File: src/rtl/arb_pkg.sv
// Shared definitions for the 4-way round-robin arbiter: sizes, FSM states and
// a one-hot helper used to build the grant vector.
package arb_pkg;

  localparam int NUM_REQ = 4;
  localparam int SEL_W   = 2;

  typedef enum logic [1:0] {
    ST_IDLE = 2'd0,
    ST_REQ  = 2'd1,
    ST_WAIT = 2'd2
  } arb_state_t;

  function automatic logic [NUM_REQ-1:0] onehot(input logic [SEL_W-1:0] idx);
    logic [NUM_REQ-1:0] v;
    v      = '0;
    v[idx] = 1'b1;
    return v;
  endfunction

endpackage

File: src/rtl/rr_pick4.sv
// Combinational round-robin picker: first set request scanning upward from
// (last+1) with wrap-around.
module rr_pick4
  import arb_pkg::*;
(
  input  logic [NUM_REQ-1:0] req,
  input  logic [SEL_W-1:0]   last,
  output logic               valid,
  output logic [SEL_W-1:0]   winner
);

  logic [SEL_W-1:0] idx;

  // Walk the scan order backwards so the nearest requester after last wins.
  always_comb begin
    valid  = |req;
    winner = '0;
    idx    = '0;
    for (int i = NUM_REQ - 1; i >= 0; i--) begin
      idx = last + SEL_W'(i + 1);
      if (req[idx]) winner = idx;
    end
  end

endmodule

File: src/rtl/rr_arbiter4.sv
// Four-requester round-robin arbiter in front of a shared resource with a
// start/ready/done handshake and a transaction timeout.
//
//   state   | meaning
//   --------+-------------------------------------------------------------
//   IDLE    | no grant; pick next winner when any request is pending
//   REQ     | grant held, res_start high, waiting for res_ready
//   WAIT    | accepted by resource, waiting for res_done (no abort)
module rr_arbiter4
  import arb_pkg::*;
#(
  parameter int TIMEOUT = 255,
  parameter int CNT_W   = 8
) (
  input  logic               clk,
  input  logic               rst_n,
  input  logic [NUM_REQ-1:0] req,
  output logic [NUM_REQ-1:0] grant,
  output logic [SEL_W-1:0]   sel,
  output logic               res_start,
  input  logic               res_ready,
  input  logic               res_done,
  output logic               busy,
  output logic               timeout_err
);

  arb_state_t       state;
  logic [CNT_W-1:0] cnt;
  logic [SEL_W-1:0] last;

  logic             pick_valid;
  logic [SEL_W-1:0] pick_winner;

  logic done_ok;
  logic abandon;
  logic tmo_hit;
  logic retire;

  rr_pick4 u_pick (
    .req    (req),
    .last   (last),
    .valid  (pick_valid),
    .winner (pick_winner)
  );

  // Completion beats timeout; an abandoned request retires without credit.
  always_comb begin
    done_ok = 1'b0;
    abandon = 1'b0;
    tmo_hit = 1'b0;
    case (state)
      ST_REQ: begin
        done_ok = res_ready && res_done;
        abandon = !res_ready && !req[sel];
      end
      ST_WAIT: done_ok = res_done;
      default: ;
    endcase
    if (state != ST_IDLE && cnt == CNT_W'(TIMEOUT - 1) && !done_ok && !abandon)
      tmo_hit = 1'b1;
    retire = done_ok || abandon || tmo_hit;
  end

  always_ff @(posedge clk or negedge rst_n) begin
    if (!rst_n) begin
      state       <= ST_IDLE;
      grant       <= '0;
      sel         <= '0;
      res_start   <= 1'b0;
      busy        <= 1'b0;
      timeout_err <= 1'b0;
      cnt         <= '0;
      last        <= SEL_W'(NUM_REQ - 1);
    end else begin
      timeout_err <= 1'b0;
      if (state == ST_IDLE) begin
        if (pick_valid) begin
          state     <= ST_REQ;
          grant     <= onehot(pick_winner);
          sel       <= pick_winner;
          res_start <= 1'b1;
          busy      <= 1'b1;
          cnt       <= '0;
        end
      end else if (retire) begin
        state       <= ST_IDLE;
        grant       <= '0;
        res_start   <= 1'b0;
        busy        <= 1'b0;
        cnt         <= '0;
        timeout_err <= tmo_hit;
        if (!abandon) last <= sel;
      end else begin
        cnt <= cnt + 1'b1;
        if (state == ST_REQ && res_ready) begin
          state     <= ST_WAIT;
          res_start <= 1'b0;
        end
      end
    end
  end

endmodule

File: config.mk
export PLATFORM = sky130hd
export DESIGN_NAME = rr_arbiter4
export DESIGN_NICKNAME = d
export VERILOG_FILES = /design/src/rtl/arb_pkg.sv /design/src/rtl/rr_pick4.sv /design/src/rtl/rr_arbiter4.sv
export SDC_FILE = /design/constraint.sdc
export NUM_CORES = 1
export LEC_CHECK = 0
export CAP_MARGIN = 20
export CORE_UTILIZATION = 53
export DETAILED_ROUTE_END_ITERATION = 6
export PLACE_DENSITY = 0.78
export RECOVER_POWER = 100
export SLEW_MARGIN = 20
export SYNTH_ARGS = -nofsm -noshare
export SYNTH_HDL_FRONTEND = slang
export SYNTH_SLANG_ARGS = --single-unit
File: constraint.sdc
create_clock -name clk -period 2.1 [get_ports clk]
set_input_delay 0.42 -clock clk [delete_from_list [all_inputs] [get_ports clk]]
set_output_delay 0.42 -clock clk [all_outputs]
set_load 0.02 [all_outputs]
==> impl_metrics.tcl <==
set metrics [dict create \
    grt_pass1_wl_um 4450 \
    drc 0 \
    antenna_found_initial 0 \
    setup-violations-final 0 \
    max_cap_violations 0 \
    drv_slew 0 \
    multi_input_area_sq_um 623.1 \
    switching_share 0.4110 \
    gp_congestion 0.7733 \
    p_per_area_nw_per_um2 1325 \
    relSlewSlack 0.2740 \
    portBuffers 16 \
    cp-start-kind "flop" \
    finalWorstSetupSlack_ns 0.1186 \
    fmax_mhz 504.7 \
    dr.pass1.iters 5 \
    syn_area_sq_um 1169 \
    yosysWarningCount 0 \
    hold_violations 0 \
    nFillCells 150 \
    grt.overflow.total 0 \
    vdd_drop_max_uv 879.3 \
    seq_area_sq_um 503.0 \
    crit_chain "inv_1, ha_1, and3b_1, a221o_1, buf_4, nor4_1, a221o_1" \
    status "completed" \
    crit_top_cell "a221o_1" \
    hold_class "flop to flop" \
    p_leak_uw 0.0006561 \
    clockBufferDepth 2 \
    clkTransAtPathRegs_ns 0.12 \
    cts.sinks 20 \
    period_share 0.9435 \
    fin_crit_ns 1.981 \
    crit_fanout 7 \
    rows 16 \
    skew_ns 0.001359 \
    via_count 1047 \
    p_sw_uw 806.9 \
    fin_area_sq_um 1481 \
    p_comb_frac 0.511 \
    hpwl_um 1991 \
    critPathSlowestCell "a221o_1" \
    max_stage_delay_ns 0.44 \
    area.growth.synth_to_final_pct 26.77 \
    crit_arrival_ns 2.24 \
    grt_pass1_vias 963 \
    crit_required_ns 2.36 \
    numCtsBuffers 3 \
    final_cells 173 \
    place_ws_ns -0.1350 \
    die_h_um 48.96 \
    syn_avg_cell_area_sq_um 9.988 \
    wirelength_um 2761 \
    core_area_sq_um 2022 \
    nets 160 \
    post-place-cells 168 \
    insertion_delay_ns 0.31 \
    wl_per_cell_um 15.96 \
    cts_tree "yes" \
    syn_nets 130 \
    intPower_uw 1156 \
    diodes 0 \
    worst_pin_slew_ns 1.089 \
    grt_max_degree 21 \
    via_per_inst 6.052 \
    yosysUniqueCellTypes 40 \
    root_buffer "clkbuf_4" \
    ys_seq_area_frac 0.4304 \
    rsz0062_at_grt "no" \
    dieWidth_um 48.96 \
    syn_inst 117 \
    cts_hold_buf 0 \
    critPathKind "flop to flop" \
    pwr-share-seq 0.325 \
    utilization 0.7327 \
    start_util 0.5780 \
    dpl_cell_area_sq_um 1425 \
    drive_gt1_frac 0.1575 \
    die_area_sq_um 2397 \
    fin_hold_ws_ns 0.5017 \
    synth_seq_cells 20 \
    p_clk_frac 0.164 \
    final_antenna_net_count 0 \
    io_pins 17 \
    end_kind "flop" \
    grtUsageTotal 0.2508 \
    h-tree-depth 1 \
    drt_iter0_drc 52 \
]
-- logic make-up (layout without fill, tap and decap cells) --
| family | after synthesis | count (layout) | synth area share |
|---|---|---|---|
| AO/OA/AOI/OAI | 33 | 33 | 0.2206 |
| XOR/XNOR | 1 | 1 | 0.007496 |
| adder cells (fa/ha/maj) | 5 | 5 | 0.05353 |
| buffers and inverters | 11 | 40 | 0.04604 |
| flip-flops | 20 | 20 | 0.4304 |
| multiplexers | 5 | 5 | 0.04497 |
| AND/OR/NAND/NOR | 42 | 42 | 0.1970 |
-- flip-flops by register name (all words and copies together) (netlist names) --
name / cells
sel: 2
grant: 4
cnt: 8
timeout_err: 1
busy: 1
state: 2
last: 2
-- power by group through the flow --
stage / registers, uW / logic [uW] / clock network [uW]
finish: 637 / 1000 / 323
floorplan: 679 / 582 / 0
detailed placement: 639 / 999 / 0
CTS: 631 / 1020 / 329
global placement: 630 / 959 / 0
global route: 663 / 1080 / 341
-- routing by layer --
layer	GRT usage	part of all wire	vias to the layer above
met1	0.3516	0.47	509
met4	0.1029	0.011	0
met2	0.3889	0.47	32
met3	0.03738	0.046	4
li1	-	-	502
met5	0	0	-
-- synthesized netlist by cell type --
cell type,number,area share
a21oi_1,3,0.013
a21boi_0,1,0.0064
or2_2,1,0.0054
a32o_1,3,0.026
nor3_1,6,0.026
dfrtp_1,18,0.39
xnor2_1,1,0.0075
a221o_1,4,0.034
nor3b_1,1,0.0064
clkbuf_1,1,0.0032
nand2_1,12,0.039
a221oi_1,1,0.0075
buf_4,1,0.0064
ha_1,5,0.054
nand3_1,4,0.017
nor4_2,1,0.011
mux2_2,2,0.019
nand3b_1,1,0.0064
o32ai_1,2,0.015
mux2i_1,3,0.026
o221ai_1,1,0.0075
and4b_1,1,0.0086
buf_2,1,0.0043
dfstp_2,2,0.045
inv_1,7,0.022
nand2b_1,3,0.016
a211oi_1,1,0.0064
and4_1,1,0.0075
and3b_1,1,0.0075
a211o_1,2,0.015
and2_1,2,0.011
nor2_1,3,0.0096
o21a_1,3,0.019
o21ai_0,8,0.034
buf_6,1,0.0096
nor2b_1,2,0.011
a21o_1,2,0.013
o221a_2,1,0.0096
nor4_1,3,0.016
o311ai_2,1,0.014
-- final timing paths --
kind                                            from                   end  slack [ns]  depth (start not counted)
worst max-delay path            state[1]$_DFFE_PN0P_    cnt[3]$_DFFE_PN0P_        0.12                          7
worst min-delay path            grant[0]$_DFFE_PN0P_  grant[0]$_DFFE_PN0P_        0.50                          1
worst max register to register  state[1]$_DFFE_PN0P_    cnt[3]$_DFFE_PN0P_        0.12                          7
worst min register to register  grant[0]$_DFFE_PN0P_  grant[0]$_DFFE_PN0P_        0.50                          1
max in group asynchronous                      rst_n  grant[2]$_DFFE_PN0P_        0.65                          2
min in group asynchronous                      rst_n    cnt[6]$_DFFE_PN0P_        0.81                          2
-- through the flow --
| stage | TNS [ns] | total power [uW] |
|---|---|---|
| final | 0 | 1963 |
| after global routing | 0 | 2086 |
| after CTS | 0 | 1977 |
| after detailed placement | -0.9296 | 1638 |
| after global placement | -0.2264 | 1588 |
| after floorplan | 0 | 1261 |
-- critical path: cells and delay by family, from the launching register on --
family          cells  cell delay [ns]
simple gates        2             0.44
flops               1             0.40
compound gates      2             0.58
fa+ha+maj           1             0.22
buf+inv             2             0.28
-- cell usage in the layout, fill, tap and decap left out, types with 2 or more instances in the layout --
cell type	n
ha_1	5
a32o_1	3
nand2b_1	3
clkbuf_4	4
mux2_2	2
o21a_1	3
nor2b_1	2
a211o_1	2
clkbuf_1	4
dfrtp_1	18
nand3_1	4
dfstp_2	2
o21ai_0	7
nor2_1	3
dlygate4sd3_1	11
a21oi_1	3
buf_4	8
nor3_1	6
nor4_2	2
clkdlybuf4s50_1	5
o32ai_1	2
nor4_1	2
nand2_1	12
inv_1	7
mux2i_1	3
a21o_1	2
and2_1	2
a221o_1	4
-- what timing repair did --
action / 4_1_cts / 5_1_grt
gates resized for setup: 0 / 3
setup buffers: 0 / 1
setup endpoints to repair: 0 / 3
-- cell type report --
| cell class | instances | area share |
|---|---|---|
| multi-input combinational | 86 | 0.4206 |
| sequential | 20 | 0.3395 |
| timing repair buffer | 29 | 0.1639 |
| tap | 27 | 0.02280 |
| clock inverter | 1 | 0.02027 |
| inverter | 7 | 0.01774 |
| clock buffer | 3 | 0.01520 |
No activity file was read; power rests on OpenSTA's default activity.
